## src/rtl/io_uart_fifo.sv

```systemverilog
// Memory-mapped UART transmitter with a TX FIFO: DATA writes queue bytes, STATUS
// reads report FIFO/FSM state, and an 8N1 serialiser drains the FIFO on uart_tx.
`timescale 1ns/1ps
module io_uart_fifo #(
    parameter int CLK_DIV = 10,
    parameter int DEPTH   = 8
) (
    input  logic        clk,
    input  logic        resetn,
    input  logic [31:0] io_addr,
    input  logic [31:0] io_wdata,
    input  logic        io_wr,
    output logic [31:0] io_rdata,
    output logic        uart_tx
);
    localparam int PW = $clog2(DEPTH);
    localparam int CW = $clog2(DEPTH + 1);
    localparam int BW = $clog2(CLK_DIV);
    localparam logic [BW-1:0] BAUD_LAST = BW'(CLK_DIV - 1);
    localparam logic [CW-1:0] CNT_FULL  = CW'(DEPTH);

    typedef enum logic [1:0] {ST_IDLE, ST_START, ST_DATA, ST_STOP} state_e;

    state_e        state_q, state_d;
    logic [PW-1:0] rd_ptr_q, rd_ptr_d;
    logic [PW-1:0] wr_ptr_q, wr_ptr_d;
    logic [CW-1:0] count_q, count_d;
    logic          ovf_q, ovf_d;
    logic [BW-1:0] baud_q, baud_d;
    logic [2:0]    bit_q, bit_d;
    logic [7:0]    shift_q, shift_d;
    logic [7:0]    mem_q [DEPTH];

    logic data_sel, status_sel, full, empty, push, pop, baud_tc;
    logic unused_ok;

    assign data_sel   = io_addr[22] & io_addr[3];
    assign status_sel = io_addr[22] & io_addr[4];
    assign full       = (count_q == CNT_FULL);
    assign empty      = (count_q == '0);
    // Fullness is judged before this cycle's pop, so a write racing a pop while full is lost.
    assign push       = io_wr & data_sel & ~full;
    assign pop        = (state_q == ST_IDLE) & ~empty;
    assign baud_tc    = (baud_q == BAUD_LAST);
    assign unused_ok  = ^{io_addr[31:23], io_addr[21:5], io_addr[2:0], io_wdata[31:8]};

    always_ff @(posedge clk) begin
        if (!resetn) begin
            state_q  <= ST_IDLE;
            rd_ptr_q <= '0;
            wr_ptr_q <= '0;
            count_q  <= '0;
            ovf_q    <= 1'b0;
            baud_q   <= '0;
            bit_q    <= '0;
            shift_q  <= '0;
        end else begin
            state_q  <= state_d;
            rd_ptr_q <= rd_ptr_d;
            wr_ptr_q <= wr_ptr_d;
            count_q  <= count_d;
            ovf_q    <= ovf_d;
            baud_q   <= baud_d;
            bit_q    <= bit_d;
            shift_q  <= shift_d;
        end
    end

    always_ff @(posedge clk) begin
        if (resetn && push) begin
            mem_q[wr_ptr_q] <= io_wdata[7:0];
        end
    end

    always_comb begin
        state_d  = state_q;
        rd_ptr_d = rd_ptr_q;
        wr_ptr_d = wr_ptr_q;
        count_d  = count_q;
        ovf_d    = ovf_q;
        baud_d   = baud_q;
        bit_d    = bit_q;
        shift_d  = shift_q;

        if (push) wr_ptr_d = wr_ptr_q + 1'b1;
        if (pop)  rd_ptr_d = rd_ptr_q + 1'b1;
        if (push && !pop) begin
            count_d = count_q + 1'b1;
        end else if (!push && pop) begin
            count_d = count_q - 1'b1;
        end

        if (io_wr && status_sel) begin
            ovf_d = 1'b0;
        end else if (io_wr && data_sel && full) begin
            ovf_d = 1'b1;
        end

        case (state_q)
            ST_IDLE: begin
                if (!empty) begin
                    shift_d = mem_q[rd_ptr_q];
                    bit_d   = '0;
                    baud_d  = '0;
                    state_d = ST_START;
                end
            end
            ST_START: begin
                if (baud_tc) begin
                    baud_d  = '0;
                    state_d = ST_DATA;
                end else begin
                    baud_d = baud_q + 1'b1;
                end
            end
            ST_DATA: begin
                if (baud_tc) begin
                    baud_d  = '0;
                    shift_d = {1'b0, shift_q[7:1]};
                    bit_d   = bit_q + 1'b1;
                    if (bit_q == 3'd7) state_d = ST_STOP;
                end else begin
                    baud_d = baud_q + 1'b1;
                end
            end
            ST_STOP: begin
                if (baud_tc) begin
                    baud_d  = '0;
                    state_d = ST_IDLE;
                end else begin
                    baud_d = baud_q + 1'b1;
                end
            end
            default: state_d = ST_IDLE;
        endcase
    end

    always_comb begin
        uart_tx  = 1'b1;
        io_rdata = '0;
        case (state_q)
            ST_START: uart_tx = 1'b0;
            ST_DATA:  uart_tx = shift_q[0];
            default:  uart_tx = 1'b1;
        endcase
        if (status_sel) begin
            io_rdata[7:0] = 8'(count_q);
            io_rdata[9]   = full;
            io_rdata[10]  = empty;
            io_rdata[11]  = (state_q != ST_IDLE);
            io_rdata[12]  = ovf_q;
        end
    end
endmodule

```

## config.mk

```make
export PLATFORM = sky130hd
export DESIGN_NAME = io_uart_fifo
export DESIGN_NICKNAME = d
export VERILOG_FILES = /design/src/rtl/io_uart_fifo.sv
export SDC_FILE = /design/constraint.sdc
export NUM_CORES = 1
export LEC_CHECK = 0
export CAP_MARGIN = 20
export CORE_ASPECT_RATIO = 0.75
export CORE_UTILIZATION = 56
export CTS_BUF_LIST = sky130_fd_sc_hd__clkbuf_8
export CTS_CLUSTER_DIAMETER = 80
export CTS_CLUSTER_SIZE = 14
export DETAILED_ROUTE_END_ITERATION = 10
export PLACE_DENSITY_LB_ADDON = 0.1
export SLEW_MARGIN = 20
export SYNTH_ARGS = -nofsm -noshare
export SYNTH_HDL_FRONTEND = slang
export SYNTH_SLANG_ARGS = --single-unit
```

## constraint.sdc

```tcl
create_clock -name clk -period 6.8 [get_ports clk]
set_input_delay 1.36 -clock clk [delete_from_list [all_inputs] [get_ports clk]]
set_output_delay 1.36 -clock clk [all_outputs]
set_load 0.02 [all_outputs]
```

Yosys cells after proc, flatten, opt, wreduce, memory -nomap -nowiden
Memory sizes are Yosys's and may differ from the RTL's. A register that Yosys moved wholly into a read port is not among the register bits.
Index checks and enable logic that the tools add are counted.
{ "classes": {"bitwise": 8, "n_addsub": 6, "reduce_logical": 17, "mux": 24, "eq_ne": 11} }
{ "ops": {"columns": ["op", "count"], "rows": [
  ["$mux W4", 6],
  ["$mux W8", 2],
  ["$pmux W8 S2", 1],
  ["$mux W3", 4],
  ["$mux W2", 5],
  ["$ne A2 B2 Y1 const B", 5],
  ["$add A3 B1 Y3 const B", 3],
  ["$add A4 B1 Y4 const B", 2],
  ["$eq A4 B4 Y1 const B", 2],
  ["$pmux W2 S4", 1],
  ["$pmux W4 S2", 1],
  ["$logic_and A1 B1 Y1", 6],
  ["$pmux W3 S2", 1],
  ["$reduce_bool A2 Y1", 3],
  ["$and A1 B1 Y1", 5],
  ["$reduce_and A5 Y1", 1],
  ["$eq A2 B2 Y1 const B", 2],
  ["$logic_not A4 Y1", 1],
  ["$sub A4 B1 Y4 const B", 1],
  ["$eq A3 B3 Y1 const B", 1],
  ["$not A1 Y1", 3],
  ["$reduce_and A3 Y1", 1],
  ["$reduce_or A3 Y1", 1],
  ["$eq A2 B1 Y1 const B", 1],
  ["other kinds (5)", 7]
]} }
{ "totals": {"input_bits": 67, "ram_bits": 64, "elab_cells": 75, "out_inout_bits": 33, "memories": 1, "regBits": 28} }
{ "memory_table": {"columns": ["name", "words", "width", "read_ports", "rd_clocked_by_memory_dff", "wr", "line", "source"], "rows": [
  ["mem_q", 8, 8, 1, 1, 1, "32", "logic [7:0] mem_q [DEPTH];"]
]} }

Logic depth before layout (Yosys ltp)
{ "logic_depth": {"depth_word": 7, "depth_mapped": 11, "mapped_depth_nobuf": 10} }

Least setup slack after synthesis
No wires, ideal clock.
{ "synth_path": {"path_type": "input to register", "from": "in resetn", "to": "mem mem_q[1][0] (enable)", "cell_stages": 4, "arrival_ns": 2.749, "setup_time_ns": 0.395, "required_time_ns": 6.405, "n_path_buf": 2, "path_slack_ns": 3.656, "path_cell_list": "clkbuf_1 -> clkbuf_1 -> nand2_1 -> nor4_1"} }
{ "synth_via": {"elab_chain_cells": 3} }
{ "synth_rtl": {"columns": ["item", "line", "source"], "rows": [
  ["start: declaration", "9", "input logic resetn,"],
  ["$logic_and A1 B1 Y1", "70", "if (resetn && push) begin"],
  ["$mux W1", "70", null],
  ["$mux W1 (not written as such)", "71", "mem_q[wr_ptr_q] <= io_wdata[7:0];"],
  ["end: declaration", "32", null]
]} }
Every way passes these cells.

Worst setup path in the final report
{ "layout_path": {"from": "in io_addr[22]", "to": "out io_rdata[10]"} }
{ "layout_via": {"elab_chain_cells": 2} }
{ "layout_rtl": {"columns": ["item", "line", "source"], "rows": [
  ["start: declaration", "10", "input logic [31:0] io_addr,"],
  ["$and A1 B1 Y1", "38", "assign status_sel = io_addr[22] & io_addr[4];"],
  ["$mux W4", "146", "if (status_sel) begin"],
  ["end: declaration", "13", "output logic [31:0] io_rdata,"]
]} }
Every way passes these cells.

==> flow_metrics.py <==
metrics = {
    "worst_setup_path": {
        "path_class": "input pin to primary output",
        "endpoint_kind": "primary output",
        "crit_arrival_ns": 2.79,
        "critical-path-max-stage-delay_ns": 0.61,
        "rr_worst_depth": 10,
        "crit_slowest_cell": "clkdlybuf4s50_1",
        "cp.buffers_inverters": 2,
        "worst-path-max-fanout": 8,
        "rr_startpoint": "count_q[0]",
        "timing.rr.end": "count_q[3]",
        "crit_family": "buffers and inverters",
        "r2r_setup_slack_ns": 4.18,
        "critPathLaunchType": "input pin",
        "path_cells": "clkdlybuf4s50_1 -> nand2_1 -> nor2_1 -> clkdlybuf4s50_1",
        "critical_path.most_common_cell": "clkdlybuf4s50_1",
        "required_ns": 5.44,
    },
    "clock_tree": {
        "cts_max_level": 3,
        "post_cts_buffers": 0,
        "hold_buffers": 0,
        "cts_tree": "yes",
        "clkSinkCount": 95,
        "cts_made_buffers": 9,
        "clk_pin_slew_ns": 0.08,
        "clk_latency_ns": 0.35,
        "cts_resized": 0,
        "clockBufferDepth": 2,
        "cts-root-buf": "clkbuf_8",
    },
    "global_route": {
        "grt.total_usage": 0.196,
        "grt_pass1_vias": 2248,
        "grt_overflow": 0,
        "antenna_found_initial": 0,
        "grt_max_degree": 44,
        "grt_pass1_wl_um": 11700,
    },
    "drt": {
        "vias": 2380,
        "routedWlPerCell_um": 16.5,
        "postRouteAntennaNets": 0,
        "dr_wl_met2_um": 3300,
        "drc": 0,
        "wl_met1_um": 3570,
        "drtIter0Drc": 88,
        "highest_layer": "met4",
        "firstDrtPassIters": 4,
        "viasPerCell": 5.40,
        "met3_length_um": 316,
        "wirelength_um": 7270,
    },
    "layout": {
        "final_area_um2": 4810,
        "fin_cells": 441,
        "antennaDiodeCount": 0,
        "n_fill_cell": 545,
        "area_growth_pct": 10.7,
        "drive_above_1_share": 0.165,
        "nets": 416,
    },
    "timing": {
        "timing.final.hold_violations": 0,
        "drv_slew": 0,
        "setup_viol": 0,
        "worst_pin_slew_ns": 1.00,
        "fin_crit_ns": 4.15,
        "period_share": 0.610,
        "clock.fmax_ghz": 0.241,
        "skew_ns": 0.0127,
        "max-slew-margin-rel": 0.331,
        "tns_ns": 0,
        "rsz0062_at_grt": "false",
        "worst_slack_ns": 2.65,
    },
    "die": {
        "initial_utilization": 0.585,
        "rows": 27,
        "dieArea_um2": 8120,
        "ios": 100,
        "die_h_um": 78.3,
        "die_w_um": 104,
        "core-area_um2": 7430,
    },
    "yosys": {
        "synth_cells": 311,
        "ys_warn_count": 0,
        "yosysMostFrequentCell": "edfxtp_1",
        "yosysSeqAreaShare": 0.585,
        "async_flop_share": 0,
        "avgSynthCellArea_um2": 14.0,
        "netlist_top_cells_area": "edfxtp_1, dfxtp_1, mux4_2, buf_4, ha_1",
        "ys.flop_type": "edfxtp_1",
        "synth_edf_count": 64,
        "synth.largest_area_cell": "edfxtp_1",
        "ys_ff_latch": 95,
        "synth_common_cells": "edfxtp_1, dfxtp_1, buf_4",
        "synthesis.area_um2": 4350,
        "synth_top_area_share": 0.442,
        "synth_cell_type_count": 51,
    },
    "min_path": {
        "hold_depth": 2,
        "hold_end": "rd_ptr_q[1]",
        "min_from": "rd_ptr_q[1]",
        "hp-class": "flip-flop to flip-flop",
    },
    "place": {
        "dpl_cell_area_um2": 4590,
        "dp_hpwl_um": 4730,
        "io_buffers": 22,
        "dp_cells": 425,
        "dp_slack_ns": 2.64,
        "place.gp.congestion": 0.761,
    },
    "power": {
        "vdd_drop_max_uv": 136,
        "powerDensity_nw_per_um2": 323,
        "p_leak_uw": 0.00168,
    },
    "outcome": {
        "status": "finished, final reports clean",
    },
    "job": {
        "cap_violations": 0,
    },
}
## layer usage
metal,track usage,up-vias
li1,-,1159
met1,0.279,1152
met2,0.299,62
met3,0.0457,7
met4,0.0643,0
met5,0,-
## power by group
group / total, uW / switching, uW / internal, uW
clock: 403 / 194 / 208
combinational: 416 / 200 / 216
sequential: 736 / 76.8 / 659
## cell usage in the layout, fill, tap and decap left out, types with 5 or more instances in the layout
cell	Yosys	layout
xnor2_1	6	6
and2_1	11	11
dfxtp_1	31	30
clkdlybuf4s50_1	0	22
nand3_1	13	13
inv_1	5	6
conb_1	1	24
nor2b_1	8	8
clkbuf_8	0	9
nand2_1	19	19
mux2i_1	14	14
nor3_1	6	5
edfxtp_1	64	64
mux4_2	16	16
and3_1	7	7
ha_1	13	13
nor2_1	8	8
o21ai_0	7	7
## final cells by class
| type | count | area, um^2 | area share |
|---|---|---|---|
| clock inverter | 7 | 96.3 | 0.0200 |
| tap | 101 | 126 | 0.0262 |
| clock buffer | 9 | 124 | 0.0257 |
| multi-input combinational | 196 | 1650 | 0.342 |
| sequential | 95 | 2540 | 0.528 |
| timing repair buffer | 27 | 255 | 0.0530 |
| inverter | 6 | 22.5 | 0.00468 |
## kinds of logic after synthesis
kind of cell,count (synthesis),synth area share
compound gates,25,0.0426
xor+xnor,6,0.0121
fa+ha+maj,14,0.0420
buf+inv,43,0.0624
flops,95,0.585
mux,35,0.129
other cells,1,0.000862
simple gates,92,0.126
## worst register-to-register path: stages (launching register included)
cell and delay (ns):
dfxtp_1 0.43, or4b_4 0.62, nand2_4 0.14, inv_2 0.07, ha_1 0.21, inv_1 0.13
ha_1 0.28, a21oi_1 0.19, a211oi_1 0.09, a31oi_1 0.19, mux2i_1 0.19
## flip-flops by register name, indices dropped and copies added (netlist names), named ones only
name,count
shift_q,8
rd_ptr_q,3
mem_q,64
ovf_q,1
state_q,2
wr_ptr_q,3
baud_q,4
count_q,4
bit_q,3
## metrics by stage
| stage | utilization | hold WS, ns | power, uW |
|---|---|---|---|
| 2_1_floorplan | - | 0.448 | 1090 |
| 3_3_place_gp | 0.616 | 0.463 | 1160 |
| 3_5_place_dp | 0.618 | 0.470 | 1170 |
| 4_1_cts | 0.648 | 0.491 | 1570 |
| 5_1_grt | 0.648 | 0.506 | 1640 |
| 6_report | 0.648 | 0.486 | 1550 |
## how the worst max path moves through the flow
stage           startpoint           end  depth (start not counted)
3_5_place_dp   io_addr[22]  io_rdata[10]                          4
5_1_grt        io_addr[22]  io_rdata[11]                          4
2_1_floorplan       resetn   mem_q[1][0]                          4
6_report       io_addr[22]  io_rdata[10]                          4
3_3_place_gp   io_addr[22]  io_rdata[10]                          4
4_1_cts        io_addr[22]  io_rdata[10]                          4
No activity file was read; power rests on OpenSTA's default activity.
